==> src/rtl/conv_enc.sv <==
// Rate-1/2, K=3 convolutional encoder (generators 7,5 octal) with an input bit FIFO.
// Emits one 2-bit symbol per clock in fixed BLOCK_LEN-symbol blocks, trellis zeroed at each block start.
module conv_enc #(
  parameter int unsigned BLOCK_LEN  = 31,
  parameter int unsigned FIFO_DEPTH = 4
) (
  input  logic       clk,
  input  logic       reset,
  input  logic       trigger_encode,
  input  logic       bit_in,
  input  logic       bit_valid,
  output logic       bit_ready,
  output logic [1:0] conv_out,
  output logic       conv_valid,
  output logic       block_start,
  output logic       underrun
);

  localparam int unsigned IDX_W = (BLOCK_LEN > 1) ? $clog2(BLOCK_LEN) : 1;
  localparam int unsigned PTR_W = (FIFO_DEPTH > 1) ? $clog2(FIFO_DEPTH) : 1;
  localparam int unsigned CNT_W = $clog2(FIFO_DEPTH + 1);
  localparam logic [IDX_W-1:0] LAST_IDX = IDX_W'(BLOCK_LEN - 1);
  localparam logic [CNT_W-1:0] FULL_CNT = CNT_W'(FIFO_DEPTH);

  typedef enum logic [1:0] {
    ST_IDLE  = 2'd0,
    ST_RUN   = 2'd1,
    ST_DRAIN = 2'd2
  } state_t;

  state_t             r_state;
  state_t             w_state_nxt;

  logic [1:0]         r_s;
  logic [IDX_W-1:0]   r_idx;
  logic [1:0]         r_conv_out;
  logic               r_conv_valid;
  logic               r_block_start;
  logic               r_underrun;
  logic               r_bit_ready;

  logic [FIFO_DEPTH-1:0] r_mem;
  logic [PTR_W-1:0]   r_wr_ptr;
  logic [PTR_W-1:0]   r_rd_ptr;
  logic [CNT_W-1:0]   r_count;

  logic               w_active;
  logic               w_empty;
  logic               w_push;
  logic               w_pop;
  logic               w_first;
  logic               w_last;
  logic               w_u;
  logic [1:0]         w_s_eff;
  logic [1:0]         w_sym;
  logic [1:0]         w_s_nxt;
  logic [CNT_W-1:0]   w_count_nxt;

  assign w_empty = (r_count == CNT_W'(0));
  assign w_first = (r_idx == IDX_W'(0));
  assign w_last  = (r_idx == LAST_IDX);

  // FSM state register
  always_ff @(posedge clk or negedge reset) begin
    if (!reset) begin
      r_state <= ST_IDLE;
    end else begin
      r_state <= w_state_nxt;
    end
  end

  // Next state; a drain only ends once the last symbol of the block is issued
  always_comb begin
    w_state_nxt = r_state;
    w_active    = 1'b0;
    case (r_state)
      ST_IDLE: begin
        if (trigger_encode && !w_empty) begin
          w_state_nxt = ST_RUN;
        end
      end
      ST_RUN: begin
        w_active = 1'b1;
        if (!trigger_encode) begin
          w_state_nxt = w_last ? ST_IDLE : ST_DRAIN;
        end
      end
      ST_DRAIN: begin
        w_active = 1'b1;
        if (trigger_encode) begin
          w_state_nxt = ST_RUN;
        end else if (w_last) begin
          w_state_nxt = ST_IDLE;
        end
      end
      default: begin
        w_state_nxt = ST_IDLE;
      end
    endcase
  end

  // Encoder datapath and FIFO handshake; an empty FIFO feeds u = 0
  always_comb begin
    w_push      = bit_valid & r_bit_ready;
    w_pop       = w_active & ~w_empty;
    w_u         = w_empty ? 1'b0 : r_mem[r_rd_ptr];
    w_s_eff     = w_first ? 2'b00 : r_s;
    w_sym       = {w_u ^ w_s_eff[0], w_u ^ w_s_eff[1] ^ w_s_eff[0]};
    w_s_nxt     = {w_u, w_s_eff[1]};
    w_count_nxt = r_count;
    case ({w_push, w_pop})
      2'b10:   w_count_nxt = r_count + CNT_W'(1);
      2'b01:   w_count_nxt = r_count - CNT_W'(1);
      default: w_count_nxt = r_count;
    endcase
  end

  // Input FIFO storage and occupancy
  always_ff @(posedge clk or negedge reset) begin
    if (!reset) begin
      r_mem       <= '0;
      r_wr_ptr    <= '0;
      r_rd_ptr    <= '0;
      r_count     <= '0;
      r_bit_ready <= 1'b1;
    end else begin
      if (w_push) begin
        r_mem[r_wr_ptr] <= bit_in;
        r_wr_ptr        <= r_wr_ptr + PTR_W'(1);
      end
      if (w_pop) begin
        r_rd_ptr <= r_rd_ptr + PTR_W'(1);
      end
      r_count     <= w_count_nxt;
      r_bit_ready <= (w_count_nxt != FULL_CNT);
    end
  end

  // Trellis state, block index and registered symbol outputs
  always_ff @(posedge clk or negedge reset) begin
    if (!reset) begin
      r_s           <= 2'b00;
      r_idx         <= '0;
      r_conv_out    <= 2'b00;
      r_conv_valid  <= 1'b0;
      r_block_start <= 1'b0;
      r_underrun    <= 1'b0;
    end else begin
      r_conv_valid  <= w_active;
      r_block_start <= w_active & w_first;
      if (w_active) begin
        r_conv_out <= w_sym;
        r_s        <= w_s_nxt;
        r_idx      <= w_last ? IDX_W'(0) : r_idx + IDX_W'(1);
        if (w_empty) begin
          r_underrun <= 1'b1;
        end
      end else begin
        r_idx <= IDX_W'(0);
      end
    end
  end

  assign bit_ready   = r_bit_ready;
  assign conv_out    = r_conv_out;
  assign conv_valid  = r_conv_valid;
  assign block_start = r_block_start;
  assign underrun    = r_underrun;

endmodule
==> config.mk <==
export PLATFORM = sky130hd
export DESIGN_NAME = conv_enc
export DESIGN_NICKNAME = d
export VERILOG_FILES = /design/src/rtl/conv_enc.sv
export SDC_FILE = /design/constraint.sdc
export NUM_CORES = 1
export LEC_CHECK = 0
export ABC_AREA = 1
export CAP_MARGIN = 20
export CORE_MARGIN = 8
export CORE_UTILIZATION = 56
export CTS_CLUSTER_DIAMETER = 60
export CTS_CLUSTER_SIZE = 10
export DETAILED_ROUTE_END_ITERATION = 16
export GPL_TIMING_DRIVEN = 0
export PLACE_DENSITY = 0.77
export SLEW_MARGIN = 20
export SYNTH_ARGS = -nofsm -noshare
export SYNTH_HDL_FRONTEND = slang
export SYNTH_SLANG_ARGS = --single-unit
==> constraint.sdc <==
create_clock -name clk -period 2.78 [get_ports clk]
set_input_delay 0.278 -clock clk [delete_from_list [all_inputs] [get_ports clk]]
set_output_delay 0.278 -clock clk [all_outputs]
set_load 0.02 [all_outputs]
==> flow_summary.json, run 1 <==
{
  "fp.coreArea_um2": 2250,
  "path_clk_slew_ns": 0.15,
  "cts_resized": 0,
  "ys_seq_area_share_pct": 48.3,
  "post_cts_buffers": 0,
  "yosysWarnings": 0,
  "critPathBufInv": 3,
  "start_kind": "flop",
  "fp.dieW_um": 65.1,
  "fin_skew_ns": 0.0166,
  "worstMarginPinSlew_ns": 0.696,
  "powerDensity_nw_per_um2": 1220,
  "firstDrtPassIters": 4,
  "drcViolationCount": 0,
  "synth_cells": 152,
  "wl_mm": 2.32,
  "p_clk_share_pct": 13.8,
  "io_pins": 11,
  "initial_core_util_pct": 59.8,
  "clock_latency_ns": 0.32,
  "cts_root_buf": "clkbuf_4",
  "path_cells": "inv_1 -> ha_1 -> nand2_1 -> inv_1 -> ha_1 -> inv_1 -> fa_1 -> a21oi_1 -> o21ai_0 -> xor2_1 -> nand2_1",
  "cp-end-kind": "flop",
  "synth.distinct_cells": 24,
  "pwr-share-comb_pct": 50.9,
  "power.total_mw": 1.88,
  "period_share_pct": 83.6,
  "swShare_pct": 43.5,
  "first_global_vias": 1071,
  "dpl.hpwl_mm": 1.85,
  "grt_pass1_wl_mm": 4.33,
  "min_path_type": "input port to async pin",
  "cts_made_buffers": 3,
  "diodes": 0,
  "r2r_start": "r_state[0]",
  "regToRegSetupSlack_ns": 0.45,
  "rsz0062_at_grt": "no",
  "first_iter_violations": 36,
  "layout-drive-gt1-share_pct": 8.38,
  "setup-tns-final_ns": 0,
  "setup_viol": 0,
  "critical_path.max_stage_delay_ns": 0.45,
  "wl_per_cell_um": 11.9,
  "grt_max_degree": 17,
  "worstPathRequired_ns": 3.03,
  "die-area_um2": 4230,
  "yosysTopAreaCellShare_pct": 46.4,
  "cell_internal_pwr_mw": 1.07,
  "synthTopCellsByArea": "dfrtp_1 (46%), ha_1 (11%), nand2_1 (9.2%), inv_1 (7.8%), o21ai_0 (3.7%)",
  "cp.arrival_ns": 2.58,
  "antenna_found_initial": 0,
  "power_frac_seq_pct": 35.3,
  "numPortBuffers": 10,
  "syn_to_final_growth_pct": 14.7,
  "grt_overflow": 0,
  "cts.path.max_buffers": 2,
  "vdd.ir_drop.worst_mv": 0.777,
  "cts_tree": "built",
  "max-slew-margin-rel_pct": 53.4,
  "viasPerCell": 4.98,
  "outcome": "finished clean",
  "slowest_stage": "ha_1",
  "synth.ff_latch_count": 26,
  "critPathMostFrequentCell": "inv_1",
  "ant_nets": 0,
  "gp_congestion": 0.800,
  "routed-via-count": 971,
  "p_leak_nw": 0.795,
  "maxSlewViolCount": 0,
  "path_class": "flop to flop",
  "fin_util_pct": 68.6,
  "die_h_um": 65.1,
  "finalHoldViolCount": 0,
  "post-route-min-period_ns": 2.33,
  "p_sw_uw": 820,
  "syn-num-nets": 170,
  "drv_cap": 0,
  "grt_use_total_pct": 12.8,
  "fin_nets": 186,
  "fmax_ghz": 0.430,
  "synth_area_um2": 1350,
  "crit_family": "adder cells",
  "rows": 17,
  "cts_hold_buf": 0,
  "crit_start": "r_state[0]",
  "avgSynthCellArea_um2": 8.87,
  "clock_sink_count": 26,
  "path_max_fanout": 8,
  "h-tree-depth": 1,
  "yosys.area.top_type": "dfrtp_1"
}
==> flip-flops by register name, indices dropped and copies added (netlist names) <==
register	cells
r_wr_ptr	2
r_idx	5
underrun	1
bit_ready	1
block_start	1
conv_out	2
conv_valid	1
r_count	3
r_state	2
r_s	2
r_rd_ptr	2
r_mem	4
==> worst paths after layout <==
| kind | endpoint | cells after the start |
|---|---|---|
| max | bit_ready | 11 |
| min | r_idx[3] | 1 |
| max reg2reg | bit_ready | 11 |
| min reg2reg | underrun | 1 |
| max in group asynchronous | bit_ready | 2 |
| min in group clk | underrun | 1 |
==> cells by family after synthesis <==
family	after synthesis	synth area share (%)
xor+xnor	6	3.90
flops	26	48.3
buf+inv	29	8.07
fa+ha+maj	13	12.6
compound gates	22	9.37
simple gates	56	17.7
==> layout by cell type (no fill, tap or decap), types with 2 or more instances in the layout <==
master | netlist | final
inv_1 | 28 | 28
a21oi_1 | 3 | 3
clkbuf_4 | 0 | 3
xnor2_1 | 2 | 2
nand2_2 | 3 | 3
nand3_2 | 2 | 2
dfrtp_1 | 25 | 25
clkdlybuf4s50_1 | 0 | 10
ha_1 | 12 | 12
o21ai_0 | 10 | 10
nand2_1 | 33 | 33
o21ai_1 | 3 | 3
xor2_1 | 4 | 4
nor2_1 | 13 | 13
nand3_1 | 3 | 3
==> through the flow <==
step	hold slack, ns	instance area (um^2)	setup slack, ns	std cells
6_report	0.350	1550	0.455	195
5_1_grt	0.393	1550	0.261	195
4_1_cts	0.379	1550	0.452	195
3_5_place_dp	0.468	1500	0.489	191
3_3_place_gp	0.461	1480	0.559	190
2_1_floorplan	-0.0176	1350	0.758	152
==> worst reg2reg max path, cell delays in order, from the launching register on <==
cell and delay (ns):
dfrtp_1 0.41, inv_1 0.08, ha_1 0.45, nand2_1 0.12
inv_1 0.10, ha_1 0.14, inv_1 0.06, fa_1 0.37
a21oi_1 0.14, o21ai_0 0.12, xor2_1 0.19, nand2_1 0.07
==> area by class of cell <==
type | instances | area (um^2)
flip-flops and latches | 26 | 652
fillers | 182 | 707
repair buffers | 11 | 111
clock buffers | 3 | 22.5
well taps | 28 | 35.0
clock inverters | 1 | 30.0
multi-input cells | 97 | 588
inverters | 29 | 109
==> layer usage <==
layer / vias to the layer above / global-route usage, % / part of all wire, %
li1: 498 / - / -
met1: 454 / 14.3 / 44
met2: 15 / 21.2 / 50
met3: 4 / 3.44 / 4.8
met4: 0 / 7.90 / 1.4
met5: - / 0 / 0
==> power by group through the flow <==
stage                     registers, mW  clock network (mW)  logic, mW
after floorplan                   0.693                   0      0.666
after global routing              0.689               0.274       1.11
after detailed placement          0.674                   0      0.958
final                             0.666               0.260      0.959
after global placement            0.661                   0      0.905
after CTS                         0.666               0.261      0.974
==> synth_stat cells <==
| cell | instances |
|---|---|
| a21oi_2 | 1 |
| inv_2 | 1 |
| inv_1 | 28 |
| nand2_2 | 3 |
| ha_1 | 12 |
| o211ai_1 | 1 |
| nand3_1 | 3 |
| o21ai_1 | 3 |
| o21bai_1 | 1 |
| fa_1 | 1 |
| o21ai_0 | 10 |
| a311oi_1 | 1 |
| a21oi_1 | 3 |
| nand4_1 | 1 |
| xnor2_1 | 2 |
| a31oi_1 | 1 |
| nand3_2 | 2 |
| dfrtp_1 | 25 |
| nor2_2 | 1 |
| xor2_1 | 4 |
| nand2_1 | 33 |
| nor2_1 | 13 |
| dfstp_2 | 1 |
| a21boi_1 | 1 |
No activity file was read; power rests on OpenSTA's default activity.
==> run 2: changes to the inputs <==
Clock period 2.78 ns to 2.3 ns, I/O delays scaled along.
==> flow_summary.json, run 2 (synthesis results as in run 1) <==
{
  "maxSlewViolCount": 0,
  "outcome": "finished clean",
  "dp.cells": 191,
  "cp-end-kind": "flop",
  "drv_cap": 0,
  "path_class": "flop to flop",
  "grt_pass1_wl_mm": 4.34,
  "placed_area_um2": 1500,
  "finalHoldViolCount": 0,
  "powerDensity_nw_per_um2": 1500,
  "fin_skew_ns": 0.0164,
  "crit_start": "r_state[1]",
  "drcViolationCount": 0,
  "worstPathRequired_ns": 2.55,
  "fin_area_um2": 1590,
  "r2r-end": "bit_ready",
  "min_path_type": "input port to async pin",
  "worstMarginPinSlew_ns": 0.698,
  "firstDrtPassIters": 4,
  "fp.dieW_um": 65.1,
  "setup_viol": 0,
  "ff2ff_path_depth": 11,
  "layout-drive-gt1-share_pct": 11.7,
  "fin_nets": 190,
  "start_kind": "flop",
  "cts_hold_buf": 0,
  "cts_tree": "built",
  "period_share_pct": 93.1,
  "p_leak_nw": 0.814,
  "mostFrequentLayoutCell": "nand2_1",
  "syn_to_final_growth_pct": 17.9,
  "numPortBuffers": 10,
  "grt_use_total_pct": 12.8,
  "path_clk_slew_ns": 0.15,
  "initial_core_util_pct": 59.8,
  "grt_overflow": 0,
  "cts.path.max_buffers": 2,
  "reg.largest.list": "r_idx (5), r_mem (4), r_count (3)",
  "grt_max_degree": 17,
  "fillers": 175,
  "wl_mm": 2.38,
  "post-route-min-period_ns": 2.14,
  "final_cell_mix": "nand2_1 (33), inv_1 (27), dfrtp_1 (25)",
  "ant_nets": 0,
  "cp.arrival_ns": 2.39,
  "routed-via-count": 996,
  "dpl.hpwl_mm": 1.85,
  "clock_sink_count": 26,
  "die_h_um": 65.1,
  "regToRegSetupSlack_ns": 0.16,
  "path_max_fanout": 5,
  "r2r_start": "r_state[1]",
  "cts_made_buffers": 3,
  "first_global_vias": 1071,
  "clock_latency_ns": 0.32,
  "die-area_um2": 4230,
  "cts_root_buf": "clkbuf_4",
  "first_iter_violations": 40,
  "fmax_ghz": 0.467,
  "vdd.ir_drop.worst_mv": 0.945,
  "wl_per_cell_um": 11.9,
  "antenna_found_initial": 0,
  "max-slew-margin-rel_pct": 53.3,
  "rows": 17,
  "top_register": "r_idx",
  "h-tree-depth": 1,
  "fp.coreArea_um2": 2250,
  "largest_reg_flops": 5,
  "diodes": 0,
  "io_pins": 11,
  "stdcell_count": 199,
  "viasPerCell": 5.01,
  "gp_congestion": 0.800
}
==> run 2: cell types whose count changed in the layout (fill, tap and decap cells not counted), sizes merged <==
cell,change
buf,+4
==> run 2: layer usage <==
metal  global-route usage (%)  wire length [um]  vias to the layer above
met5                        0                 0                        -
met4                     7.90                32                        0
li1                         -                 -                      509
met1                     14.4              1070                      466
met3                     3.44               103                        4
met2                     21.2              1170                       17
==> run 2: through the flow <==
stage / util, % / TNS, ns / power (mW) / worst slack (ns) / hold WS [ns]
finish: 70.5 / 0 / 2.38 / 0.158 / 0.309
CTS: 68.8 / 0 / 2.30 / 0.0180 / 0.331
floorplan: - / 0 / 1.64 / 0.278 / -0.0656
global route: 70.5 / -0.00599 / 2.61 / -0.00599 / 0.360
detailed placement: 66.3 / 0 / 1.97 / 0.00940 / 0.468
global placement: 65.8 / 0 / 1.89 / 0.0793 / 0.461
==> run 2: worst max-delay path by stage <==
stage	slack, ns	depth (start not counted)	end
after floorplan	0.28	11	bit_ready
after global placement	0.08	11	bit_ready
after detailed placement	0.009	11	bit_ready
after CTS	0.02	11	bit_ready
after global routing	-0.006	11	bit_ready
final	0.16	11	bit_ready
==> run 2: where the power goes <==
| part | switching, mW | internal [mW] |
|---|---|---|
| combinational | 0.748 | 0.517 |
| clock | 0.135 | 0.176 |
| sequential | 0.136 | 0.669 |
| total | 1.02 | 1.36 |
==> run 2: layout make-up <==
cell class / count / area [um^2] / share of cell area, %
clock inverter: 1 / 30.0 / 1.89
tap: 28 / 35.0 / 2.20
timing repair buffer: 15 / 141 / 8.89
multi-input combinational: 97 / 601 / 37.8
inverter: 29 / 109 / 6.84
clock buffer: 3 / 22.5 / 1.42
sequential: 26 / 652 / 41.0
==> run 2: what timing repair did <==
action | CTS | global route
endpoints found under the hold margin | 0 | 0
setup endpoints to repair | 1 | 2
gates resized for setup | 1 | 3
pin swaps | 0 | 2
buffers inserted | 0 | 4
gates cloned | 0 | 0
==> run 2: critical path, cell delays in order (launching register included) <==
cell and delay, ns:
dfrtp_1 0.44, inv_2 0.08, ha_4 0.29, nand2_1 0.07
inv_1 0.09, ha_1 0.14, inv_1 0.06, fa_1 0.38
a21oi_1 0.15, o21ai_1 0.09, xor2_1 0.20, nand2_1 0.07
==> run 3: changes to the inputs <==
Settings changed: SKIP_CTS_REPAIR_TIMING from default to 1.
==> results of run 3 <==
The final DEF is identical to that of run 2; final timing and power are the same.
Main changes from that run: wire length of the first global-routing pass 4340 um -> 4330 um; met1 usage 14.4% -> 14.3%
